--- src/rtl/ritc_capture_sequencer.sv ---
// RITC capture buffer sequencer: circular write addressing while armed, post-trigger
// window, freeze, and oldest-first replay of the whole buffer over a valid/ready stream.
module ritc_capture_sequencer #(
   parameter int ADDR_BITS = 9
) (
   input  logic                 clk_i,
   input  logic                 rst_n_i,
   input  logic                 arm_i,
   input  logic                 trig_i,
   input  logic [ADDR_BITS-1:0] post_len_i,
   input  logic                 rd_start_i,
   input  logic                 rd_ready_i,
   output logic                 ram_we_o,
   output logic [ADDR_BITS-1:0] ram_waddr_o,
   output logic                 ram_re_o,
   output logic [ADDR_BITS-1:0] ram_raddr_o,
   output logic                 rd_valid_o,
   output logic                 rd_last_o,
   output logic [ADDR_BITS-1:0] trig_addr_o,
   output logic [2:0]           state_o,
   output logic                 done_o
);

   typedef enum logic [2:0] {
      S_IDLE   = 3'd0,
      S_ARMED  = 3'd1,
      S_POST   = 3'd2,
      S_FROZEN = 3'd3,
      S_READ   = 3'd4
   } state_t;

   // Read count runs 0..DEPTH, so it carries one extra bit.
   localparam logic [ADDR_BITS:0] RD_TOTAL = {1'b1, {ADDR_BITS{1'b0}}};

   state_t               state_q, state_d;
   logic [ADDR_BITS-1:0] waddr_q, waddr_d;
   logic [ADDR_BITS-1:0] raddr_q, raddr_d;
   logic [ADDR_BITS-1:0] fill_cnt_q, fill_cnt_d;
   logic [ADDR_BITS-1:0] post_len_q, post_len_d;
   logic [ADDR_BITS-1:0] post_cnt_q, post_cnt_d;
   logic [ADDR_BITS-1:0] trig_addr_q, trig_addr_d;
   logic [ADDR_BITS:0]   rd_cnt_q, rd_cnt_d;
   logic                 rd_valid_q, rd_valid_d;
   logic                 we, re, filled, accept;

   always_comb begin
      state_d     = state_q;
      waddr_d     = waddr_q;
      raddr_d     = raddr_q;
      fill_cnt_d  = fill_cnt_q;
      post_len_d  = post_len_q;
      post_cnt_d  = post_cnt_q;
      trig_addr_d = trig_addr_q;
      rd_cnt_d    = rd_cnt_q;
      rd_valid_d  = rd_valid_q;
      we          = 1'b0;
      re          = 1'b0;
      filled      = (fill_cnt_q == '1);
      accept      = rd_valid_q && rd_ready_i;

      case (state_q)
         S_IDLE: begin
            if (arm_i) begin
               state_d    = S_ARMED;
               post_len_d = post_len_i;
               fill_cnt_d = '0;
            end
         end
         S_ARMED: begin
            we      = 1'b1;
            waddr_d = waddr_q + ADDR_BITS'(1);
            if (!filled) fill_cnt_d = fill_cnt_q + ADDR_BITS'(1);
            // A re-arm restarts the fill and takes precedence over a trigger.
            if (arm_i) begin
               post_len_d = post_len_i;
               fill_cnt_d = '0;
            end else if (trig_i && filled) begin
               trig_addr_d = waddr_q;
               if (post_len_q == '0) begin
                  state_d = S_FROZEN;
               end else begin
                  post_cnt_d = post_len_q;
                  state_d    = S_POST;
               end
            end
         end
         S_POST: begin
            we         = 1'b1;
            waddr_d    = waddr_q + ADDR_BITS'(1);
            post_cnt_d = post_cnt_q - ADDR_BITS'(1);
            if (post_cnt_q == ADDR_BITS'(1)) state_d = S_FROZEN;
         end
         S_FROZEN: begin
            if (arm_i) begin
               state_d    = S_ARMED;
               post_len_d = post_len_i;
               fill_cnt_d = '0;
            end else if (rd_start_i) begin
               state_d    = S_READ;
               raddr_d    = waddr_q;
               rd_cnt_d   = '0;
               rd_valid_d = 1'b0;
            end
         end
         S_READ: begin
            // The RAM holds its output while re is low, so at most one word is in flight.
            re = (rd_cnt_q != RD_TOTAL) && (!rd_valid_q || rd_ready_i);
            if (re) begin
               raddr_d    = raddr_q + ADDR_BITS'(1);
               rd_cnt_d   = rd_cnt_q + (ADDR_BITS+1)'(1);
               rd_valid_d = 1'b1;
            end else if (rd_ready_i) begin
               rd_valid_d = 1'b0;
            end
            if (accept && rd_cnt_q == RD_TOTAL) state_d = S_FROZEN;
         end
         default: state_d = S_IDLE;
      endcase
   end

   always_ff @(posedge clk_i) begin
      if (!rst_n_i) begin
         state_q     <= S_IDLE;
         waddr_q     <= '0;
         raddr_q     <= '0;
         fill_cnt_q  <= '0;
         post_len_q  <= '0;
         post_cnt_q  <= '0;
         trig_addr_q <= '0;
         rd_cnt_q    <= '0;
         rd_valid_q  <= 1'b0;
      end else begin
         state_q     <= state_d;
         waddr_q     <= waddr_d;
         raddr_q     <= raddr_d;
         fill_cnt_q  <= fill_cnt_d;
         post_len_q  <= post_len_d;
         post_cnt_q  <= post_cnt_d;
         trig_addr_q <= trig_addr_d;
         rd_cnt_q    <= rd_cnt_d;
         rd_valid_q  <= rd_valid_d;
      end
   end

   assign ram_we_o    = we;
   assign ram_waddr_o = waddr_q;
   assign ram_re_o    = re;
   assign ram_raddr_o = raddr_q;
   assign rd_valid_o  = rd_valid_q;
   assign rd_last_o   = rd_valid_q && (rd_cnt_q == RD_TOTAL);
   assign trig_addr_o = trig_addr_q;
   assign state_o     = state_q;
   assign done_o      = (state_q == S_FROZEN);

endmodule

--- config.mk ---
export PLATFORM = sky130hd
export DESIGN_NAME = ritc_capture_sequencer
export DESIGN_NICKNAME = d
export VERILOG_FILES = /design/src/rtl/ritc_capture_sequencer.sv
export SDC_FILE = /design/constraint.sdc
export NUM_CORES = 1
export LEC_CHECK = 0
export ABC_AREA = 1
export BUFFER_PORTS_ARGS = -buffer_cell sky130_fd_sc_hd__clkbuf_2
export CAP_MARGIN = 15
export CORE_MARGIN = 2
export CORE_UTILIZATION = 55
export DETAILED_ROUTE_END_ITERATION = 10
export PLACE_DENSITY = 0.77
export SLEW_MARGIN = 20
export SYNTH_ARGS = -nofsm -noshare
export SYNTH_HDL_FRONTEND = slang
export SYNTH_SLANG_ARGS = --single-unit
--- constraint.sdc ---
create_clock -name clk_i -period 3.7 [get_ports clk_i]
set_input_delay 0.185 -clock clk_i [delete_from_list [all_inputs] [get_ports clk_i]]
set_output_delay 0.185 -clock clk_i [all_outputs]
set_load 0.1 [all_outputs]
==> summary.txt <==
Status
  • Result of the run: complete, no violations

Critical path
  • Kind of launch point of the worst setup path: flip-flop
  • Kind of critical path: reg -> reg
  • Internal reg-to-reg setup slack: 1200 ps
  • Count of buffering cells on the critical path with inverters included: 1
  • Worst r2r src: fill_cnt_q[0]
  • Number of cells on the worst reg-to-reg path: 13
  • Endpoint of the worst-slack reg-to-reg timing path: post_cnt_q[7]
  • Required time of the critical path: 3880 ps
  • Most repeated library cell on the critical path: sky130_fd_sc_hd__nand2_1
  • Largest stage delay on the critical path: 400 ps
  • Cell family contributing the most delay on the critical path: simple AND/OR/NAND/NOR gates
  • Start point of the critical path: fill_cnt_q[0]
  • Arrival time of data at the critical path endpoint: 2680 ps
  • Worst-path fanout max: 13
  • CP cell instances: ha_1, nand2_1, nor2_1, nand2_1, nor3_1, ha_1, nand3_1, nand2_2, nand2_2, nor2_2, inv_1, nand2_1, a21oi_1
  • Critical path endpoint category: flip-flop
  • Cell at the slowest stage of the critical path: sky130_fd_sc_hd__nor2_2

Global routing
  • Total routing resource utilization after global routing: 24.4%
  • GR Overflow Total: 0
  • First-pass GRT wire length: 14.8 mm
  • Vias in the first global route: 3,380
  • Pin count of the biggest net entering global routing: 36
  • Antenna violations before repair: 0

Logic synthesis
  • Xor/xnor cell area share of the yosys netlist: 1.17%
  • Most used flip-flop cell after synthesis: sky130_fd_sc_hd__dfxtp_1
  • Post-synth ARST share: 0%
  • Mux cell area share after synthesis: 0.533%
  • Post-synthesis share of cell area spent on and, or, nand and nor gates: 35.2%
  • Sequential-to-total area share from yosys stat: 36.2%
  • Count of different cell masters after synthesis: 37
  • Cell types occupying the most area after synthesis: sky130_fd_sc_hd__dfxtp_1 36%, sky130_fd_sc_hd__nand2_1 15%, sky130_fd_sc_hd__a21oi_1 7.2%
  • Mean cell area of the mapped netlist: 6.58 um2
  • Dominant combinational cell family by area after synthesis: simple AND/OR/NAND/NOR gates
  • Most common cell in the synthesized netlist: sky130_fd_sc_hd__nand2_1
  • Cell Area, Synth: 3760 um2
  • Number of nets in the synthesized netlist: 594
  • Fraction of the mapped netlist area in compound gates: 15.1%
  • Top cell types by occurrence after synthesis: 148 x sky130_fd_sc_hd__nand2_1, 68 x sky130_fd_sc_hd__dfxtp_1, 68 x sky130_fd_sc_hd__nor2_1
  • Fraction of the mapped netlist area in adder cells: 2.66%
  • Top-area cell type share of the netlist area: 36.2%
  • FF+latch count, synth: 68
  • Largest area contributor in the synthesized netlist: sky130_fd_sc_hd__dfxtp_1
  • Synthesis warning total: 0
  • Syn Inst Count: 571
  • Number of enable-type register cells in the synthesized netlist: 0

Timing
  • RSZ-0062 raised after global routing: false
  • Final cycle utilization of the critical path: 67.5%
  • Final-report hold violation count: 0
  • Period minus WS final: 2500 ps
  • Worst slew margin: 29.2%
  • Top achievable clock speed: 401 MHz
  • Slew of the pin with the lowest slew margin: 1060 ps
  • Total setup violations reported at the end of the flow: 0
  • Final Max Tran Viols: 0
  • Clock skew after layout: 11.9 ps
  • Post-Route Setup TNS: 0 ps

Floorplan
  • Total core area: 6720 um2
  • DIE AREA: 7510 um2
  • Number of placed I/O pins: 50
  • Row count: 30
  • Y dimension of the die: 86.6 um
  • Initial Utilization: 55.9%
  • Die span in x: 86.6 um

Min path
  • Worst Hold Launch: post_len_i[0]
  • Hold/Removal Path Class: in -> reg
  • Hold worst-path end: post_len_q[0]
  • Hold Path Depth: 3

Drt
  • Avg Vias per Cell: 5.39
  • Via count: 3,760
  • Post-detailed-route count of antenna-violating nets: 0
  • Top sig layer: met4
  • Met2 WL post-DR: 3.95 mm
  • Number of iterations in the first detailed-routing pass: 5
  • Number of DRC markers in iteration 0: 183
  • Total DRC errors in the routed layout: 0
  • DRT Wirelength: 8.73 mm
  • Post-route met1 wirelength: 4.23 mm
  • Met3 wire length: 373 um
  • Per-cell routed wire length: 12.5 um

Clock tree
  • Clock buffer depth: 2
  • Clock tree from TritonCTS: built
  • Count of cells resized by post-cts repair: 0
  • CTS clk-pin slew, worst paths: 70 ps
  • Clock latency of the later-clocked register in the worst-skew pair: 350 ps
  • Cts hold-fix bufs: 0
  • Cts bufs inserted: 9
  • H-tree depth: 3
  • Cell at the root of the clock tree: sky130_fd_sc_hd__clkbuf_8
  • Clock sink count: 68
  • Post-CTS setup repair buffer count: 0

Final layout
  • Final-layout fill cell count: 641
  • Share of layout cells above drive strength 1: 14.7%
  • Nets@finish: 636
  • Antenna fix cells: 0
  • Area added between synthesis and finish: 12.2%
  • Util after Layout: 62.7%

Placed design
  • Count of input and output buffers: 49
  • Final weighted congestion in routability-driven placement: 0.888
  • Total half-perimeter wirelength after legalization and detailed placement: 6.15 mm

Power
  • Static leakage: 1.82 nW
  • Peak VDD IR: 0.424 mV
  • Post-layout power: 2.62 mW
  • Cell Pwr Density: 622 nW/um2

Run
  • Max-capacitance violation count: 0
metrics by stage:
stage | hold WS [ps] | worst slack (ps) | instances | area [um2]
after floorplan | 350 | 518 | 571 | 3760
after global placement | 443 | 1340 | 682 | 4000
after detailed placement | 453 | 1240 | 682 | 4000
after CTS | 85.8 | 1230 | 698 | 4210
after global routing | 92.3 | 764 | 698 | 4210
final | 85.0 | 1200 | 698 | 4210
cell families (layout without fill, tap and decap cells):
kind of cell,Yosys count,in the layout
AND/OR/NAND/NOR,302,302
XOR/XNOR,5,5
adder cells (fa/ha/maj),8,8
flip-flops,68,68
AO/OA/AOI/OAI,106,106
multiplexers,2,2
buffers and inverters,80,127
layout by cell type (no fill, tap or decap), drive strengths merged:
cell,synthesis,final
nand2,156,156
nor2,72,72
dfxtp,68,68
inv,61,61
clkbuf,9,60
a21oi,56,56
o21ai,45,45
nand3,44,44
nor3,11,11
ha,8,8
nand4,7,7
nand3b,6,6
xor2,4,4
or2,4,4
clkinv,0,3
nor3b,2,2
mux2i,2,2
bufinv,0,2
o211ai,1,1
o21bai,1,1
xnor2,1,1
a31oi,1,1
o22ai,1,1
o21a,1,1
buf,10,1
sequential cells by signal, indices dropped and copies added, names as in the netlist:
signal and count:
ram_waddr_o 9, trig_addr_o 9, post_cnt_q 9, rd_cnt_q 10
fill_cnt_q 9, rd_valid_o 1, state_o 3, post_len_q 9
ram_raddr_o 9
cell type report:
| cell class | count | area, um2 | share of cell area (%) |
|---|---|---|---|
| multi-input combinational | 423 | 2050 | 48.7 |
| clock buffer | 11 | 141 | 3.36 |
| timing repair buffer | 50 | 253 | 6.00 |
| clock inverter | 5 | 75.1 | 1.78 |
| inverter | 61 | 231 | 5.49 |
| tap | 80 | 100 | 2.38 |
| sequential | 68 | 1360 | 32.3 |
worst reg2reg max path, cell delays in order, from the launching register on:
cell,delay [ps]
sky130_fd_sc_hd__dfxtp_1,370
sky130_fd_sc_hd__ha_1,180
sky130_fd_sc_hd__nand2_1,90
sky130_fd_sc_hd__nor2_1,140
sky130_fd_sc_hd__nand2_1,90
sky130_fd_sc_hd__nor3_1,140
sky130_fd_sc_hd__ha_1,180
sky130_fd_sc_hd__nand3_1,170
sky130_fd_sc_hd__nand2_2,150
sky130_fd_sc_hd__nand2_2,60
sky130_fd_sc_hd__nor2_2,400
sky130_fd_sc_hd__inv_1,210
sky130_fd_sc_hd__nand2_1,100
sky130_fd_sc_hd__a21oi_1,60
worst max-delay path by stage:
stage / slack (ps) / cells past startpoint / end
2_1_floorplan: 520 / 9 / state_o[1]
3_3_place_gp: 1340 / 13 / post_cnt_q[7]
3_5_place_dp: 1240 / 13 / post_cnt_q[7]
4_1_cts: 1230 / 13 / post_cnt_q[7]
5_1_grt: 760 / 13 / post_cnt_q[7]
6_report: 1200 / 13 / post_cnt_q[7]
per-layer routing:
layer	vias to the layer above	global-route usage, %
li1	1936	-
met1	1710	32.6
met2	97	38.5
met3	17	4.10
met4	0	11.5
met5	-	0
report_power, final:
part	internal [mW]	switching (mW)	total [mW]	leakage (nW)
sequential	0.816	0.0940	0.910	0.552
combinational	0.267	0.765	1.03	1.16
clock	0.395	0.284	0.679	0.113
total	1.48	1.14	2.62	1.82
No activity file was read; power rests on OpenSTA's default activity.
